## src/rtl/bsk_prd_ctrl.sv

```systemverilog
// bsk_prd_ctrl: single bus master for a PRD command-receiver peripheral.
// It polls command registers 00/01 every POLL_PERIOD cycles and checks that
// reg 01 is the byte-swapped copy of reg 00. A value is published on oCom only
// after CONFIRM consecutive identical, consistent polls. Indication (reg 10)
// and control (reg 11, bit 0 = test_en) are written only when the requested
// value differs from what was last written.
// Optional feature macro: BSK_PRD_CTRL_ERRCNT_EN builds the saturating failed-
// poll counter on oErrCnt; without it oErrCnt is tied to zero.
module bsk_prd_ctrl #(
  parameter int POLL_PERIOD = 2000,
  parameter int STROBE_CYC  = 4,
  parameter int CONFIRM     = 2
) (
  input  logic        clk,
  input  logic        iRes,
  output logic        oCS,
  output logic [1:0]  oA,
  output logic        oRd,
  output logic        oWr,
  output logic [15:0] oD,
  output logic        oDOe,
  input  logic [15:0] iD,
  input  logic [15:0] iInd,
  input  logic        iTestEn,
  output logic [15:0] oCom,
  output logic        oComStb,
  output logic        oErr,
  output logic [7:0]  oErrCnt
);

  localparam int              TMR_W    = $clog2(POLL_PERIOD);
  localparam logic [TMR_W-1:0] TMR_LAST = TMR_W'(POLL_PERIOD - 1);
  localparam logic [3:0]      STB_LAST = 4'(STROBE_CYC - 1);
  localparam logic [2:0]      CONF     = 3'(CONFIRM);

  typedef enum logic [1:0] {IDLE, SETUP, STROBE, HOLD} state_t;

  state_t           state;
  logic [1:0]       step;        // access in flight, or next access while idle in a sequence
  logic             in_seq;      // a poll sequence is in progress
  logic             pend;        // timer wrapped while busy; start at first free cycle
  logic [TMR_W-1:0] timer;
  logic [3:0]       stb_cnt;
  logic [15:0]      r00;
  logic [15:0]      r01;
  logic [15:0]      shadow_ind;  // last value written to reg 10 (peripheral resets to 0)
  logic             shadow_te;   // last value written to reg 11 bit 0
  logic [15:0]      cand;
  logic [2:0]       conf_cnt;

  logic       wrap;
  logic       free;
  logic       start;
  logic       need_ind;
  logic       need_te;
  logic       go;
  logic [1:0] go_step;
  logic       end_seq;
  logic       eval;
  logic       consistent;
  logic [2:0] cnt_inc;
  logic [2:0] nxt_cnt;

  assign wrap       = (timer == TMR_LAST);
  assign free       = (state == IDLE) && !in_seq;
  assign start      = free && (wrap || pend);
  assign need_ind   = (iInd != shadow_ind);
  assign need_te    = (iTestEn != shadow_te);
  assign eval       = (state == HOLD) && (step == 2'd1);
  assign consistent = (r01 == {r00[7:0], r00[15:8]});
  assign cnt_inc    = (conf_cnt >= CONF) ? CONF : conf_cnt + 3'd1;
  assign nxt_cnt    = (r00 == cand) ? cnt_inc : 3'd1;

  // Pick the next access from IDLE; unneeded writes are skipped without cost.
  always_comb begin
    go      = 1'b0;
    go_step = step;
    end_seq = 1'b0;
    if (state == IDLE) begin
      if (start) begin
        go      = 1'b1;
        go_step = 2'd0;
      end else if (in_seq) begin
        case (step)
          2'd2: begin
            if (need_ind) begin
              go      = 1'b1;
              go_step = 2'd2;
            end else if (need_te) begin
              go      = 1'b1;
              go_step = 2'd3;
            end else begin
              end_seq = 1'b1;
            end
          end
          2'd3: begin
            if (need_te) go = 1'b1;
            else         end_seq = 1'b1;
          end
          default: go = 1'b1;
        endcase
      end
    end
  end

  // Poll timer: free-running, restarted whenever a sequence is launched.
  always_ff @(posedge clk or posedge iRes) begin
    if (iRes) begin
      timer <= '0;
      pend  <= 1'b0;
    end else begin
      if (start || wrap) timer <= '0;
      else               timer <= timer + TMR_W'(1);
      if (start)     pend <= 1'b0;
      else if (wrap) pend <= 1'b1;
    end
  end

  // Bus access FSM with registered strobes, read capture and write shadows.
  always_ff @(posedge clk or posedge iRes) begin
    if (iRes) begin
      state      <= IDLE;
      step       <= 2'd0;
      in_seq     <= 1'b0;
      stb_cnt    <= 4'd0;
      oCS        <= 1'b1;
      oA         <= 2'd0;
      oRd        <= 1'b1;
      oWr        <= 1'b1;
      oD         <= 16'h0000;
      oDOe       <= 1'b0;
      r00        <= 16'h0000;
      r01        <= 16'h0000;
      shadow_ind <= 16'h0000;
      shadow_te  <= 1'b0;
    end else begin
      case (state)
        IDLE: begin
          if (go) begin
            state  <= SETUP;
            step   <= go_step;
            in_seq <= 1'b1;
            oCS    <= 1'b0;
            oA     <= go_step;
            if (go_step[1]) begin
              oDOe <= 1'b1;
              oD   <= go_step[0] ? {15'b0, iTestEn} : iInd;
            end
          end else if (end_seq) begin
            in_seq <= 1'b0;
          end
        end
        SETUP: begin
          state   <= STROBE;
          stb_cnt <= 4'd0;
          if (step[1]) oWr <= 1'b0;
          else         oRd <= 1'b0;
        end
        STROBE: begin
          if (stb_cnt == STB_LAST) begin
            state <= HOLD;
            oRd   <= 1'b1;
            oWr   <= 1'b1;
            if (!step[1]) begin
              if (step[0]) r01 <= iD;
              else         r00 <= iD;
            end
          end else begin
            stb_cnt <= stb_cnt + 4'd1;
          end
        end
        HOLD: begin
          state <= IDLE;
          oCS   <= 1'b1;
          oDOe  <= 1'b0;
          if (step == 2'd2) shadow_ind <= oD;
          if (step == 2'd3) begin
            shadow_te <= oD[0];
            in_seq    <= 1'b0;
          end
          step <= step + 2'd1;
        end
        default: state <= IDLE;
      endcase
    end
  end

  // Integrity check and confirmation after the second read of each poll.
  always_ff @(posedge clk or posedge iRes) begin
    if (iRes) begin
      cand     <= 16'h0000;
      conf_cnt <= 3'd0;
      oCom     <= 16'h0000;
      oComStb  <= 1'b0;
      oErr     <= 1'b0;
    end else begin
      oComStb <= 1'b0;
      if (eval) begin
        if (consistent) begin
          oErr     <= 1'b0;
          cand     <= r00;
          conf_cnt <= nxt_cnt;
          if ((nxt_cnt == CONF) && (r00 != oCom)) begin
            oCom    <= r00;
            oComStb <= 1'b1;
          end
        end else begin
          oErr     <= 1'b1;
          conf_cnt <= 3'd0;
        end
      end
    end
  end

`ifdef BSK_PRD_CTRL_ERRCNT_EN
  // Saturating count of polls that failed the integrity check.
  always_ff @(posedge clk or posedge iRes) begin
    if (iRes)                                         oErrCnt <= 8'h00;
    else if (eval && !consistent && oErrCnt != 8'hFF) oErrCnt <= oErrCnt + 8'h01;
  end
`else
  assign oErrCnt = 8'h00;
`endif

endmodule

```

## config.mk

```make
export PLATFORM = sky130hd
export DESIGN_NAME = bsk_prd_ctrl
export DESIGN_NICKNAME = d
export VERILOG_FILES = /design/src/rtl/bsk_prd_ctrl.sv
export SDC_FILE = /design/constraint.sdc
export NUM_CORES = 1
export LEC_CHECK = 0
export ABC_CLOCK_PERIOD_IN_PS = 12400
export CORE_MARGIN = 2
export CORE_UTILIZATION = 54
export CTS_CLUSTER_SIZE = 40
export DETAILED_ROUTE_END_ITERATION = 7
export PLACE_DENSITY = 0.85
export SKIP_CTS_REPAIR_TIMING = 1
export SLEW_MARGIN = 15
export SYNTH_ARGS = -nofsm -noshare
export SYNTH_HDL_FRONTEND = slang
export SYNTH_SLANG_ARGS = --single-unit
```

## constraint.sdc

```tcl
create_clock -name clk -period 12.4 [get_ports clk]
set_clock_uncertainty 0.1 [all_clocks]
set_input_delay 2.48 -clock clk [delete_from_list [all_inputs] [get_ports clk]]
set_output_delay 2.48 -clock clk [all_outputs]
set_load 0.01 [all_outputs]
```

# After elaboration in Yosys (flattened, before gate mapping)
# Index checks and enable logic that the tools add are counted.
dict set report classes {
  addsub 4
  order_cmp 1
  n_eq_ne 22
  muxes 50
  bitwise 2
  n_reduce_logical 26
}
# cell count
set ops {}
lappend ops {{16-bit equality test} 2}
lappend ops {{16-bit inequality test} 2}
lappend ops {{1-bit 2-to-1 mux} 25}
lappend ops {{2-bit 2-to-1 mux} 9}
lappend ops {{3-bit AND reduction} 6}
lappend ops {{16-bit 2-to-1 mux} 1}
lappend ops {{1-bit case mux with 2 select lines} 7}
lappend ops {{2-bit AND reduction} 7}
lappend ops {{2-bit inequality test (second input constant)} 6}
lappend ops {{11-bit by 1-bit adder with 11-bit output (second input constant)} 1}
lappend ops {{11-bit equality test (second input constant)} 1}
lappend ops {{11-bit 2-to-1 mux} 1}
lappend ops {{3-bit 2-to-1 mux} 3}
lappend ops {{2-bit equality test (second input constant)} 4}
lappend ops {{2-bit case mux with 4 select lines} 1}
lappend ops {{4-bit case mux with 2 select lines} 1}
lappend ops {{4-bit AND reduction} 2}
lappend ops {{2-bit nonzero test} 3}
lappend ops {{4-bit by 1-bit adder with 4-bit output (second input constant)} 1}
lappend ops {{2-bit by 1-bit equality test with 1-bit output (second input constant)} 2}
lappend ops {{4-bit by 2-bit equality test with 1-bit output (second input constant)} 1}
lappend ops {{1-bit logical AND} 4}
lappend ops {{4-bit 2-to-1 mux} 1}
lappend ops {{2-bit case mux with 2 select lines} 1}
lappend ops {{11 further kinds} 13}
dict set report totals {
  reg_bits 129
  output_inout_bits 48
  elab_cells 126
}

# Logic depth before layout (Yosys ltp)
dict set report depth {
  ltp_word 10
  mapped_depth 9
}

# Worst setup path before layout
# OpenSTA, ideal clock, no wires.
dict set report synth_timing {
  path_kind {input to register}
  from {input port iInd[15]}
  to {register oDOe}
  setup_ns 0.077
  arrival_time_ns 4.131
  required_time_ns 12.223
  slack_ns 8.092
  path_stages 7
  cell_sequence {xor2_1 -> nor4_1 -> nand4_1 -> a21boi_1 -> clkbuf_1 -> nand2_1 -> a21oi_1}
}
dict set report synth_between {
  elab_chain_cells 8
}
# item line
set synth_rtl {}
lappend synth_rtl {{from (decl)} 23} ;# input logic [15:0] iInd,
lappend synth_rtl {{16-bit inequality test (*)} 67} ;# assign need_ind = (iInd != shadow_ind);
lappend synth_rtl {{1-bit 2-to-1 mux / 2-bit 2-to-1 mux (equally long branches)} 86} ;# if (need_ind) begin
lappend synth_rtl {{1-bit case mux with 2 select lines / 2-bit 2-to-1 mux (equally long branches)} 84} ;# case (step)
lappend synth_rtl {{1-bit 2-to-1 mux / 2-bit 2-to-1 mux (equally long branches)} 83} ;# end else if (in_seq) begin
lappend synth_rtl {{1-bit 2-to-1 mux / 2-bit 2-to-1 mux (equally long branches)} 80} ;# if (start) begin
lappend synth_rtl {{1-bit 2-to-1 mux / 2-bit 2-to-1 mux (equally long branches)} 79} ;# if (state == IDLE) begin
lappend synth_rtl {{2-bit inequality test (no source line)} -}
lappend synth_rtl {{3-bit AND reduction (no source line) (*)} -}
lappend synth_rtl {{to (signal assigned)} 131} ;# oDOe <= 1'b0;
lappend synth_rtl {{to (signal assigned)} 146} ;# oDOe <= 1'b1;
lappend synth_rtl {{to (signal assigned)} 175} ;# oDOe <= 1'b0;
lappend synth_rtl {{to (decl)} 21} ;# output logic oDOe,
# Mark *: on every way between the ends. The rest lies on a longest branch, timed or not.
# A chain may end at the register's enable or synchronous reset.

# Final worst setup path
dict set report layout_timing {
  from {input port iInd[4]}
  to {register oCS}
}
dict set report layout_between {
  elab_chain_cells 8
}
# item line
set layout_rtl {}
lappend layout_rtl {{16-bit inequality test} 67}
lappend layout_rtl {{1-bit 2-to-1 mux} 86}
lappend layout_rtl {{1-bit case mux with 2 select lines} 84}
lappend layout_rtl {{1-bit 2-to-1 mux} 83}
lappend layout_rtl {{1-bit 2-to-1 mux} 80}
lappend layout_rtl {{1-bit 2-to-1 mux} 79}
lappend layout_rtl {{2-bit inequality test (no source line)} -}
lappend layout_rtl {{2-bit AND reduction (no source line)} -}
lappend layout_rtl {{to (signal assigned)} 126} ;# oCS <= 1'b1;
lappend layout_rtl {{to (signal assigned)} 143} ;# oCS <= 1'b0;
lappend layout_rtl {{to (signal assigned)} 174} ;# oCS <= 1'b1;
lappend layout_rtl {{to (decl)} 16} ;# output logic oCS,
# Every way passes these cells.

==> out/metrics.cfg <==
[cts]
cts_tree = done
clk_pin_slew_ns = 0.05
h-tree-depth = 4
cts_root_buffer = clkbuf_16
cts.path.max_buffers = 2
clock_latency_ns = 0.42
cts.sink_count = 129
numCtsBuffers = 17

[power]
p_leak_nw = 3.57
internal-power_uw = 748
power_frac_clock_pct = 49.8
pwr-share-comb_pct = 4.4
peakVddDrop_mv = 0.137
switching_power_uw = 203
switching_share_pct = 21.3
p_seq_share_pct = 45.8
power.density_nw_per_um2 = 125

[worst_setup_path]
reg2reg_to = oCom[11]
start_kind = input port
rr_startpoint = state[0]
worst-path-buf-inv = 1
startpoint = iInd[4]
path_max_fanout = 8
crit_path_max_incr_delay_ns = 0.78
path_class = input port to flop
slowest_stage = a211oi_1
cp_data_required_time_ns = 12.65
crit_cells = 7
cpLargestDelayFamily = simple AND/OR/NAND/NOR gates
reg2reg_depth = 5
cp-endpoint = oCS
ff2ff_setup_slack_ns = 9.07
critPathArrivalTime_ns = 5.13
critPathCaptureType = flop
cp_cell_sequence = clkdlybuf4s50_1 > xor2_1 > nor4_1 > nand4_1 > a211oi_1 > nor2_1 > mux2_2

[grt]
grt_pass1_vias = 4498
grt_antenna_before_repair = 1
overflow = 0
grt_use_total_pct = 22.7
grt_first_pass_wirelength_um = 22100
grt_max_degree = 90

[floorplan]
die-area_um2 = 12500
core_area_um2 = 11400
die_h_um = 112
pin_count = 83
num_rows = 39
start_util_pct = 55.0
die_w_um = 112

[layout]
fin_area_um2 = 7580
diodes = 0
nNetsFinal = 625
final_util_pct = 66.7
drive_above_1_share_pct = 20.5
fill_cells = 820
area_delta_synth_final_pct = 21.2

[timing]
final.period_utilization_pct = 39.4
setup_viol = 0
period_needed_ns = 4.88
whs_ns = 0.376
tightest_slew_ns = 1.17
grt_setup_unrepaired = false
finalMaxSlewViolations = 0
slew_headroom_pct = 21.4
tns_ns = 0
finalHoldViolCount = 0
fmax_ghz = 0.205

[status]
status = finished clean

[routing]
drc_errors = 0
routedWlPerCell_um = 18.2
dr.pass1.iters = 4
vias = 4121
ant_nets = 0
routed_wl_um = 13400
vias_per_cell = 5.61
drt_iter0_markers = 168

[worst_hold_path]
hp-start = timer[0]
min_path_type = flop to flop

[logic_synthesis]
avgSynthCellArea_um2 = 12.2
synth_flop_cell = dfrtp_1
synthArstFlopShare_pct = 100
ys_ff_latch = 129
synth_top_area_share_pct = 50.4
synth_cells = 512
synthTopCellsByArea = dfrtp_1 50%, mux2_2 13%, xor2_1 8.7%
yosysWarnings = 0
seq_area_frac_synth_pct = 51.6
yosys.area.top_type = dfrtp_1
synth_edf_count = 0
synth_area_um2 = 6260
ys_types = 55

[placed_design]
place_hpwl_um = 9110
io_buffer_count = 74
place_area_um2 = 7020
gp_congestion = 0.861

[job]
drv_cap = 0

synthesized netlist by cell type (2+ instances only):
cell	number
dfstp_2	3
nor2_1	24
inv_1	15
and3_1	6
o31ai_1	2
nand3_1	8
o21ai_0	10
ha_1	12
a211oi_1	2
nor2b_1	4
mux2_2	74
nand2b_1	2
nand2_1	21
o21bai_1	2
xor2_1	62
nor3_1	3
buf_2	3
a22o_1	15
and2_1	3
o2bb2ai_1	2
a21oi_1	9
nand4_1	5
nor4_2	2
a31oi_1	4
mux2_4	10
dfrtp_1	126
buf_6	3
a21o_1	2
buf_4	8
xnor2_1	13
clkbuf_1	21
nor4_1	13
final cells by class:
| cell class | count | area [um2] | share of cell area (%) |
|---|---|---|---|
| repair buffers | 76 | 759 | 10.0 |
| clock buffers | 27 | 513 | 6.76 |
| well taps | 143 | 179 | 2.36 |
| inverters | 15 | 58.8 | 0.775 |
| flip-flops and latches | 129 | 3230 | 42.6 |
| multi-input cells | 339 | 2790 | 36.8 |
| clock inverters | 5 | 50.0 | 0.660 |
metal layers:
metal | wire [um] | vias up | share of wire, % | global-route usage, %
li1 | - | 1909 | - | -
met1 | 5560 | 2064 | 42 | 27.0
met2 | 6840 | 120 | 51 | 38.6
met3 | 577 | 28 | 4.3 | 5.50
met4 | 377 | 0 | 2.8 | 11.4
met5 | 0 | - | 0 | 0
placed cells by master (no fill, tap or decap), types with 4 or more instances in the layout:
| master | netlist | layout |
|---|---|---|
| clkbuf_8 | 0 | 5 |
| a31oi_1 | 4 | 4 |
| xnor2_1 | 13 | 13 |
| nor2_1 | 24 | 24 |
| a21oi_1 | 9 | 9 |
| and3_1 | 6 | 6 |
| nand4_1 | 5 | 5 |
| nor4_1 | 13 | 13 |
| a22o_1 | 15 | 15 |
| clkbuf_1 | 21 | 5 |
| ha_1 | 12 | 12 |
| nor2b_1 | 4 | 4 |
| xor2_1 | 62 | 62 |
| mux2_4 | 10 | 10 |
| clkinv_2 | 0 | 4 |
| dfrtp_1 | 126 | 126 |
| nand3_1 | 8 | 8 |
| clkbuf_16 | 0 | 17 |
| nand2_1 | 21 | 21 |
| inv_1 | 15 | 14 |
| conb_1 | 1 | 8 |
| clkdlybuf4s50_1 | 0 | 74 |
| o21ai_0 | 10 | 10 |
| mux2_2 | 74 | 74 |
power by group through the flow:
stage / Combinational, mW / Sequential [mW] / Clock, mW
final: 0.0418 / 0.435 / 0.474
after global routing: 0.0463 / 0.435 / 0.499
after CTS: 0.0424 / 0.435 / 0.478
after detailed placement: 0.0420 / 0.442 / 0
after global placement: 0.0408 / 0.441 / 0
after floorplan: 0.0303 / 0.436 / 0
per-stage QoR:
stage                     total power [mW]  setup slack, ns  std cells
after floorplan                      0.466             6.38        519
after global placement               0.482             7.31        702
after detailed placement             0.484             7.13        702
after CTS                            0.955             7.56        734
after global routing                 0.981             7.35        734
final                                0.951             7.52        734
cells by family after synthesis:
| group | after synthesis | synth area share, % |
|---|---|---|
| xor+xnor | 75 | 10.5 |
| other cells | 1 | 0.0599 |
| mux | 85 | 15.9 |
| simple gates | 99 | 8.52 |
| buf+inv | 51 | 4.14 |
| fa+ha+maj | 12 | 2.40 |
| flops | 129 | 51.6 |
| compound gates | 60 | 6.86 |
state kept, by name, summed over array words and instances (netlist names), 2 cells and up:
register    flops
cand           16
oCom           16
oD             16
r00            16
r01            16
shadow_ind     16
timer          11
stb_cnt         4
conf_cnt        3
oA              2
state           2
step            2
worst min path at each step:
stage                    end  slack [ns]  cells after the start
floorplan           timer[0]        0.32                      1
global placement    timer[0]        0.34                      1
detailed placement  timer[0]        0.37                      1
CTS                 timer[0]        0.38                      1
global route        timer[0]        0.41                      1
finish              timer[0]        0.38                      1
(Power assumes the default switching activity.)
==> variant 1: new RTL, config.mk and constraints unchanged <==
The 4 states of `state_t` get a one-hot encoding in 4 bits.
--- a/src/rtl/bsk_prd_ctrl.sv
+++ b/src/rtl/bsk_prd_ctrl.sv
@@ -35,3 +35,3 @@
 
-  typedef enum logic [1:0] {IDLE, SETUP, STROBE, HOLD} state_t;
+  typedef enum logic [3:0] {IDLE = 4'b0001, SETUP = 4'b0010, STROBE = 4'b0100, HOLD = 4'b1000} state_t;
 
Check against the original RTL: same outputs for any inputs over 10 cycles, from zero or initial values; not proved beyond that.
==> variant 1 against the original RTL <==
Combinational power up 2%; non-clock buffer count down 1; total power grew 0.73%; worst setup slack better by 250 ps; area after synthesis fell by 1.3%; cell area is 1.5% lower; sequential cell count increased by 2; critical path type unchanged; largest cell class unchanged; sequential power up 2%; routed wire length down 3.0%.
==> variant 1: results <==
set metrics [dict create \
    outcome "finished clean" \
    ir_drop_mv 0.116 \
    rrSetupSlack_ps 8840 \
    routed_wl_um 13000 \
    finalNonFillerCells 750 \
    antenna_found_initial 0 \
    place_ws_ps 7400 \
    slowest_stage "and2_1" \
    grt_pass1_vias 4463 \
    grt_max_degree 70 \
    dpl.cell_count 720 \
    grt_pass1_wl_um 22000 \
    avgSynthCellArea_um2 11.6 \
    post-dp-hpwl_um 8790 \
    place_area_um2 6920 \
    routed_via_density 5.65 \
    crit_fanout 17 \
    drtIter0Drc 182 \
    drive_gt1_frac 0.155 \
    ys_seq_area_frac 0.532 \
    crit_arrival_ps 4790 \
    track_usage 0.224 \
    ys_types 50 \
    startpoint "iInd[5]" \
    ys_top_cells_by_area "dfrtp_1 (51%), mux2_2 (9.7%), xor2_1 (7.4%)" \
    critPathMaxStageDelay_ps 570 \
    place_congestion 0.893 \
]
-- variant 1: cell count changes in the layout (fill, tap and decap cells not counted), moves of 10 or more --
cell     delta
mux2_4     -10
nand2_1    +46
xor2_1     -10
mux2_1     +12
o21ai_0    +10
mux2_2     -21
-- variant 1: power by group through the flow --
stage               registers, mW  clock network [mW]  logic [mW]
floorplan                   0.442                   0      0.0311
global placement            0.449                   0      0.0416
detailed placement          0.449                   0      0.0429
CTS                         0.442               0.480      0.0433
global route                0.442               0.498      0.0473
finish                      0.442               0.473      0.0427
-- variant 1: cell type report --
type	count	area (µm²)	area share
flip-flops and latches	131	3280	0.439
multi-input cells	360	2670	0.357
repair buffers	75	748	0.100
clock buffers	24	472	0.0631
well taps	143	179	0.0239
clock inverters	6	80.1	0.0107
inverters	11	43.8	0.00586
-- variant 1: how the worst min path moves through the flow --
stage	from	slack, ps	cells after the start	end
finish	timer[0]$_DFF_PP0_	370	1	timer[0]$_DFF_PP0_
global route	timer[0]$_DFF_PP0_	400	1	timer[0]$_DFF_PP0_
CTS	timer[0]$_DFF_PP0_	370	1	timer[0]$_DFF_PP0_
detailed placement	timer[0]$_DFF_PP0_	350	1	timer[0]$_DFF_PP0_
global placement	timer[0]$_DFF_PP0_	340	1	timer[0]$_DFF_PP0_
floorplan	timer[0]$_DFF_PP0_	330	1	timer[0]$_DFF_PP0_
-- variant 1: layer usage --
layer	wire length [µm]	track usage	vias up
met5	0	0	-
met3	710	0.0662	15
met1	5430	0.280	2134
li1	-	-	1951
met4	138	0.0708	0
met2	6680	0.379	134
-- variant 1: cells by family (layout without fill, tap and decap cells) --
| logic type | count (synthesis) | in the layout | synth area share |
|---|---|---|---|
| multiplexers | 66 | 66 | 0.120 |
| AO/OA/AOI/OAI | 57 | 57 | 0.0634 |
| other | 1 | 8 | 0.000607 |
| buffers and inverters | 50 | 116 | 0.0413 |
| adder cells (fa/ha/maj) | 7 | 7 | 0.0142 |
| AND/OR/NAND/NOR | 148 | 148 | 0.123 |
| XOR/XNOR | 74 | 74 | 0.105 |
| flip-flops | 131 | 131 | 0.532 |
-- variant 1: per-stage QoR --
step | util | power, mW
final | 0.663 | 0.958
after global placement | 0.613 | 0.490
after detailed placement | 0.613 | 0.492
after CTS | 0.662 | 0.966
after global routing | 0.663 | 0.988
after floorplan | - | 0.474
==> variant 2: new RTL, same settings <==
Without the edit above. The option `BSK_PRD_CTRL_ERRCNT_EN` is turned on by a define.
--- a/src/rtl/bsk_prd_ctrl.sv
+++ b/src/rtl/bsk_prd_ctrl.sv
@@ -8,2 +8,4 @@
 // poll counter on oErrCnt; without it oErrCnt is tied to zero.
+`define BSK_PRD_CTRL_ERRCNT_EN
+
 module bsk_prd_ctrl #(
Function: same outputs for any inputs over 10 cycles, from zero or initial values; that may be too few to reach the edited logic, so the function may still have changed.
==> variant 2 against the original RTL <==
Worst setup slack gained 190 ps; critical path depth unchanged; routed wire length grew 1.2%; cell area up 5.0%; sequential cell count increased by 8; sequential share of layout area is 0.49 points higher; area after synthesis up 4.5%.
Power is not compared: it rests on default switching activity, and its combinational part moved more than twofold at a synthesized area within 25%.
==> variant 2: results <==
set metrics [dict create \
    ys_top_cells_by_area "dfrtp_1 (51%), mux2_2 (13%), xnor2_1 (5.6%)" \
    r2r_start "r00[3]$_DFFE_PP0P_" \
    grt_pass1_vias 4462 \
    final_nets 640 \
    vias 4224 \
    fillerInstances 862 \
    place_ws_ps 7340 \
    hold_end "timer[0]$_DFF_PP0_" \
    async_flop_share 1.00 \
    use_met3 0.0513 \
    place_congestion 0.876 \
    hold_path.class "flop to flop" \
    wl_met3_um 528 \
    clockBufferDepth 2 \
    track_usage 0.224 \
    ys_types 47 \
    ys_seq_area_frac 0.525 \
    routed_wl_um 13500 \
    dpl.cell_count 719 \
    r2r_end "oCom[4]$_DFFE_PP0P_" \
    io_buffers 82 \
    routed_via_density 5.63 \
    grt_use_met2 0.371 \
    slowest_stage "a311oi_2" \
    post-dp-hpwl_um 9270 \
    synth_xor_area_frac 0.108 \
    grt_util_met1 0.288 \
    dr_wl_met2_um 6810 \
    slew_headroom 0.351 \
    outcome "finished clean" \
    critPathMaxStageDelay_ps 460 \
    drive_gt1_frac 0.222 \
    synth_compound_area_frac 0.0658 \
    antenna_found_initial 0 \
    crit_fanout 5 \
    drt-met1-wl_um 5970 \
    rrSetupSlack_ps 9560 \
    place_area_um2 7400 \
    synthMuxAreaShare 0.157 \
    grt_pass1_wl_um 22500 \
]
[variant 2: cell count changes after synthesis, moves of 5 or more]
cell / unedited run / this run
buf_2: 3 / 14
buf_4: 8 / 1
clkbuf_1: 21 / 10
dfrtp_1: 126 / 134
nand2_1: 21 / 16
nand4_1: 5 / 15
nor4_1: 13 / 8
xnor2_1: 13 / 42
xor2_1: 62 / 39
[variant 2: metrics by stage]
step | power, mW | util | hold slack (ps)
2_1_floorplan | 0.921 | - | 324
3_3_place_gp | 1.04 | 0.622 | 337
3_5_place_dp | 1.06 | 0.622 | 350
4_1_cts | 1.54 | 0.668 | 381
5_1_grt | 1.61 | 0.668 | 406
6_report | 1.53 | 0.668 | 378
[variant 2: worst max path at each step]
| stage | from | end | slack, ps | depth (start not counted) |
|---|---|---|---|---|
| 5_1_grt | iInd[2] | step[0]$_DFFE_PP0P_ | 7620 | 7 |
| 4_1_cts | iInd[2] | step[0]$_DFFE_PP0P_ | 7700 | 7 |
| 3_3_place_gp | iInd[10] | step[0]$_DFFE_PP0P_ | 7410 | 7 |
| 6_report | iInd[2] | step[0]$_DFFE_PP0P_ | 7700 | 7 |
| 2_1_floorplan | iRes | cand[0]$_DFFE_PP0P_ | 6160 | 1 |
| 3_5_place_dp | iInd[10] | step[0]$_DFFE_PP0P_ | 7340 | 7 |
[variant 2: cell type report]
| class | instances | area, µm² | area share |
|---|---|---|---|
| Tap cell | 147 | 184 | 0.0231 |
| Clock inverter | 7 | 67.6 | 0.00849 |
| Clock buffer | 24 | 492 | 0.0618 |
| Multi-Input combinational cell | 339 | 2900 | 0.365 |
| Inverter | 12 | 47.5 | 0.00597 |
| Sequential cell | 137 | 3430 | 0.431 |
| Timing Repair Buffer | 84 | 836 | 0.105 |
